<file path="src/rtl/usb_rx_pkg.sv">
// Shared types and constants for the low-speed USB receive controller.
package usb_rx_pkg;

  // Receive controller states.
  typedef enum logic [1:0] {
    IDLE     = 2'd0,
    SYNC     = 2'd1,
    DATA     = 2'd2,
    EOP_WAIT = 2'd3
  } rx_state_t;

  // 48 MHz clock / 1.5 Mbps line rate.
  localparam int CLKS_PER_BIT       = 32;
  localparam int BITS_PER_BYTE      = 8;

  // Parameter defaults for usb_rx_ctrl.
  localparam int SYNC_MIN_ZEROS_DEF = 6;
  localparam int MAX_BYTES_DEF      = 11;

endpackage

</file>
<file path="src/rtl/usb_rx_byte_assembler.sv">
// Shift register and bit counter that assemble received bits LSB-first.
// byte_done is combinational: it flags that the shift happening this cycle
// completes a byte, and byte_next is that completed byte.
module usb_rx_byte_assembler
  import usb_rx_pkg::*;
(
  input  logic                     clk,
  input  logic                     rst,
  input  logic                     shift_en,
  input  logic                     clear,
  input  logic                     bit_in,
  output logic [BITS_PER_BYTE-1:0] byte_next,
  output logic [2:0]               bit_cnt,
  output logic                     byte_done
);

  logic [BITS_PER_BYTE-1:0] shreg;

  // New bits enter at the MSB so the first bit received ends up in bit 0.
  assign byte_next = {bit_in, shreg[BITS_PER_BYTE-1:1]};
  assign byte_done = shift_en && (bit_cnt == 3'd7);

  // Shift register and wrapping bit counter.
  always_ff @(posedge clk) begin
    if (rst || clear) begin
      shreg   <= '0;
      bit_cnt <= '0;
    end else if (shift_en) begin
      shreg   <= byte_next;
      bit_cnt <= bit_cnt + 3'd1;
    end
  end

endmodule

</file>
<file path="src/rtl/usb_rx_ctrl.sv">
// Receive-side packet controller: SYNC hunt, byte framing and EOP handling.
// Output handshake: rx_valid and rx_done are single-cycle strobes with no
// back-pressure; the consumer must take rx_data in the cycle rx_valid=1
// (rx_data then holds until the next byte), and must read rx_error only in
// the cycle rx_done=1. dbg_state mirrors the FSM state for observation.
module usb_rx_ctrl
  import usb_rx_pkg::*;
#(
  parameter int SYNC_MIN_ZEROS = SYNC_MIN_ZEROS_DEF,
  parameter int MAX_BYTES      = MAX_BYTES_DEF
) (
  input  logic       clk,
  input  logic       rst,
  input  logic       pulse,
  input  logic       rx_bit,
  input  logic       bit_stuffed,
  input  logic       line_j,
  input  logic       rx_eop,
  output logic       rx_active,
  output logic [7:0] rx_data,
  output logic       rx_valid,
  output logic       rx_done,
  output logic       rx_error,
  output rx_state_t  dbg_state
);

  localparam int             BCW       = $clog2(MAX_BYTES + 1);
  localparam logic [BCW-1:0] MAX_CNT   = BCW'(MAX_BYTES);
  localparam logic [2:0]     MIN_ZEROS = 3'(SYNC_MIN_ZEROS);

  rx_state_t      state;
  logic [2:0]     zero_cnt;
  logic [BCW-1:0] byte_cnt;
  logic           overflow;
  logic           rx_eop_q;
  logic           eop_edge;
  logic           shift_en;
  logic           clear;
  logic           byte_done;
  logic [2:0]     bit_cnt;
  logic [7:0]     byte_next;

  // EOP acts only on its rising edge; a simultaneous bit is discarded.
  assign eop_edge  = rx_eop & ~rx_eop_q;
  assign shift_en  = (state == DATA) & pulse & ~bit_stuffed & ~eop_edge;
  assign clear     = (state == SYNC) & pulse & rx_bit & ~eop_edge &
                     (zero_cnt >= MIN_ZEROS);
  assign dbg_state = state;

  usb_rx_byte_assembler u_asm (
    .clk       (clk),
    .rst       (rst),
    .shift_en  (shift_en),
    .clear     (clear),
    .bit_in    (rx_bit),
    .byte_next (byte_next),
    .bit_cnt   (bit_cnt),
    .byte_done (byte_done)
  );

  // Register rx_eop once for edge detection.
  always_ff @(posedge clk) begin
    if (rst) rx_eop_q <= 1'b0;
    else     rx_eop_q <= rx_eop;
  end

  // Packet FSM with registered outputs.
  always_ff @(posedge clk) begin
    if (rst) begin
      state     <= IDLE;
      zero_cnt  <= '0;
      byte_cnt  <= '0;
      overflow  <= 1'b0;
      rx_active <= 1'b0;
      rx_data   <= '0;
      rx_valid  <= 1'b0;
      rx_done   <= 1'b0;
      rx_error  <= 1'b0;
    end else begin
      rx_valid <= 1'b0;
      rx_done  <= 1'b0;
      rx_error <= 1'b0;
      case (state)
        IDLE: begin
          if (pulse && !rx_bit) begin
            zero_cnt <= 3'd1;
            state    <= SYNC;
          end
        end
        SYNC: begin
          if (eop_edge) begin
            state <= IDLE;
          end else if (pulse) begin
            if (!rx_bit) begin
              if (zero_cnt != 3'd7) zero_cnt <= zero_cnt + 3'd1;
            end else if (zero_cnt >= MIN_ZEROS) begin
              state     <= DATA;
              rx_active <= 1'b1;
              byte_cnt  <= '0;
              overflow  <= 1'b0;
            end else begin
              state <= IDLE;
            end
          end
        end
        DATA: begin
          if (eop_edge) begin
            state     <= EOP_WAIT;
            rx_active <= 1'b0;
            rx_done   <= 1'b1;
            rx_error  <= (bit_cnt != 3'd0) || (byte_cnt == '0) || overflow;
          end else if (byte_done) begin
            if (byte_cnt == MAX_CNT) begin
              overflow <= 1'b1;
            end else begin
              rx_data  <= byte_next;
              rx_valid <= 1'b1;
              byte_cnt <= byte_cnt + BCW'(1);
            end
          end
        end
        EOP_WAIT: begin
          if (pulse && line_j) state <= IDLE;
        end
        default: state <= IDLE;
      endcase
    end
  end

endmodule

</file>
<file path="config.mk">
export PLATFORM = sky130hd
export DESIGN_NAME = usb_rx_ctrl
export DESIGN_NICKNAME = d
export VERILOG_FILES = /design/src/rtl/usb_rx_pkg.sv /design/src/rtl/usb_rx_byte_assembler.sv /design/src/rtl/usb_rx_ctrl.sv
export SDC_FILE = /design/constraint.sdc
export NUM_CORES = 1
export LEC_CHECK = 0
export CAP_MARGIN = 20
export CORE_AREA = 2 2 53 55
export CTS_BUF_LIST = sky130_fd_sc_hd__clkbuf_4
export DETAILED_ROUTE_END_ITERATION = 7
export DIE_AREA = 0 0 55 57
export PLACE_DENSITY = 0.82
export REMOVE_ABC_BUFFERS = 1
export SLEW_MARGIN = 20
export SYNTH_ARGS = -nofsm -noshare
export SYNTH_HDL_FRONTEND = slang
export SYNTH_SLANG_ARGS = --single-unit
</file>
<file path="constraint.sdc">
create_clock -name clk -period 3.4 [get_ports clk]
set_input_delay 0.51 -clock clk [delete_from_list [all_inputs] [get_ports clk]]
set_output_delay 0.51 -clock clk [all_outputs]
set_load 0.05 [all_outputs]
</file>
==> flow_metrics.env <==
export IMPL_path_buf_inv=1
export IMPL_grt_antenna_before_repair=0
export IMPL_cts_setup_buffers=0
export IMPL_fmax_mhz=442.3
export IMPL_grt_pass1_wl_um=4912
export IMPL_worstPathCellList="clkdlybuf4s50_1"
export IMPL_maxCapViolCount=0
export IMPL_ios=21
export IMPL_synth_area_leader_cell="dfxtp_1"
export IMPL_syn_to_final_growth_pct=17.57
export IMPL_grt_pass1_vias=1118
export IMPL_clk_path_buf_depth=2
export IMPL_cts_made_buffers=5
export IMPL_dp_hpwl_um=2073
export IMPL_min_delay_path_class="reg2reg"
export IMPL_grt_start_max_net_pins=15
export IMPL_antenna_cells=0
export IMPL_grt_setup_unrepaired="no"
export IMPL_clkLatencyLatePin_ps=330
export IMPL_cts_htree_levels=2
export IMPL_hold_buffers=0
export IMPL_die_x_um=55
export IMPL_route_vias_total=1224
export IMPL_gp_congestion=0.7702
export IMPL_postRouteAntennaNets=0
export IMPL_cp_max_fo=11
export IMPL_fin_tns_setup_ps=0
export IMPL_path_class="reg2out"
export IMPL_synth_warning_count=0
export IMPL_fillers=221
export IMPL_ys_types=37
export IMPL_leakage_nw=0.6800
export IMPL_final_cells=217
export IMPL_end_kind="output pin"
export IMPL_setup_viol=0
export IMPL_tightest_slew_ps=771.8
export IMPL_port_buffer_count=20
export IMPL_start_util=0.5636
export IMPL_dieArea_um2=3135
export IMPL_avgSynthCellArea_um2=8.987
export IMPL_synth_area_leaders="dfxtp_1 (45%), nand2_1 (6.6%), ha_1 (5.9%)"
export IMPL_clk_pin_slew_worst_paths_ps=100
export IMPL_p_per_area_nw_per_um2=370.9
export IMPL_die_y_um=57
export IMPL_crit_required_ps=2890
export IMPL_routed_wirelength_um=2875
export IMPL_final_common_cell="dfxtp_1"
export IMPL_synth_cells=164
export IMPL_gr_total_overflow=0
export IMPL_detail_route_wl_per_cell_um=13.25
export IMPL_dr_pass1_iters=4
export IMPL_crit_slowest_cell="clkdlybuf4s50_1"
export IMPL_worstHoldPathCells=2
export IMPL_critPathMaxStageDelay_ps=870
export IMPL_slew_headroom=0.4844
export IMPL_vdd_drop_max_mv=0.3294
export IMPL_placed_cells=209
export IMPL_hold_viol=0
export IMPL_rows=19
export IMPL_final_cell_mix="dfxtp_1 (33), nand2_1 (26), clkdlybuf4s50_1 (20)"
export IMPL_min_period_over_period=0.6650
export IMPL_fin_skew_ps=7.051
export IMPL_path_depth=1
export IMPL_synth_top_cell_area_share=0.4482
export IMPL_core_um2=2615
export IMPL_cts_resized=0
export IMPL_syn_area_um2=1474
export IMPL_drv_slew=0
export IMPL_cts_sinks=33
export IMPL_critPathTopFamily="buffers and inverters"
export IMPL_vias_per_cell=5.641
export IMPL_status="finished, final reports clean"
export IMPL_drtIter0Drc=40
export IMPL_cts_root_buf="clkbuf_4"
export IMPL_synth_ff_latch_count=33
export IMPL_r2r_cells=4
export IMPL_drive_gt1_frac=0.07527
export IMPL_grtUsageTotal=0.2187
export IMPL_min_period_ps=2261
export IMPL_finalNetCount=199
export IMPL_seq_area_frac_synth=0.4482
export IMPL_drc=0
export IMPL_cp_arrival_ps=1750
export IMPL_cts_tree="yes"
export IMPL_worstSetupStartpointType="flip-flop"
[layout make-up]
cell class              count  area (um^2)  share of cell area
flip-flops and latches     33        660.6              0.3812
clock inverters             2        10.01            0.005776
repair buffers             22        215.2              0.1242
multi-input cells         118        744.5              0.4296
inverters                   5        18.77             0.01083
clock buffers               6        45.04             0.02599
well taps                  31        38.79             0.02238
[metrics by stage]
step / util / total power [mW] / area (um^2) / hold slack (ps) / worst slack, ps
final: 0.6627 / 0.6428 / 1733 / 463.3 / 1139
after global routing: 0.6627 / 0.6713 / 1733 / 494.9 / 1066
after CTS: 0.6627 / 0.6497 / 1733 / 467.5 / 1125
after detailed placement: 0.6416 / 0.4371 / 1678 / 453.6 / 1028
after global placement: 0.6416 / 0.4363 / 1678 / 443.1 / 1057
after floorplan: - / 0.4177 / 1424 / 435.7 / 1406
[logic make-up after synthesis]
family,after synthesis,synth area share
adders and majority gates,7,0.05942
xor gates and xnor gates,1,0.005943
and+or+nand+nor,68,0.2351
DFF,33,0.4482
muxes,8,0.05433
buffers and inverters,13,0.04668
AOI/OAI and AO/OA,34,0.1503
[where the power goes]
group	switching, mW	total [mW]	internal, mW
Sequential	0.00347	0.392	0.389
Combinational	0.0204	0.0361	0.0157
Clock	0.128	0.214	0.0866
Total	0.152	0.643	0.491
[sequential cells by signal, indices dropped and copies added, names as in the netlist, named ones only]
name and count:
rx_data 8, u_asm.shreg 7, byte_cnt 4, u_asm.bit_cnt 3, zero_cnt 3, dbg_state 1, overflow 1, rx_active 1
rx_done 1, rx_eop_q 1, rx_error 1, rx_valid 1
[synthesized netlist by cell type]
cell,number
nand2_1,26
nor2b_1,3
clkbuf_1,4
buf_1,1
a21oi_1,17
nand4_1,3
o21a_1,1
a31oi_1,1
nor3_1,2
or2_2,1
o211ai_1,1
o2bb2a_4,1
nor3b_1,1
buf_8,1
dfxtp_1,33
a311oi_1,2
and2b_1,3
and3b_1,1
a2111oi_0,1
nand2b_1,4
inv_1,5
a21o_1,1
xnor2_1,1
nand4bb_4,1
or4b_4,1
o21bai_1,1
a211oi_1,1
nor2_1,17
ha_1,7
mux2i_1,8
and3_1,1
a41oi_1,2
buf_2,1
a22o_1,1
nand3_1,4
o21ai_0,4
buf_6,1
[layer usage]
| layer | vias up | wire length (um) | GRT usage |
|---|---|---|---|
| met4 | 0 | 54 | 0.09408 |
| met5 | - | 0 | 0 |
| met3 | 7 | 132 | 0.08377 |
| met1 | 575 | 1307 | 0.2826 |
| met2 | 29 | 1381 | 0.3231 |
| li1 | 613 | - | - |
[worst paths after layout]
path	from	to	slack, ps
setup reg to reg	dbg_state[0]	u_asm.bit_cnt[0]	1450
setup / recovery	dbg_state[0]	dbg_state[0]	1140
hold reg to reg	u_asm.shreg[1]	u_asm.shreg[1]	460
hold / removal	u_asm.shreg[1]	u_asm.shreg[1]	460
(Power assumes the default switching activity.)
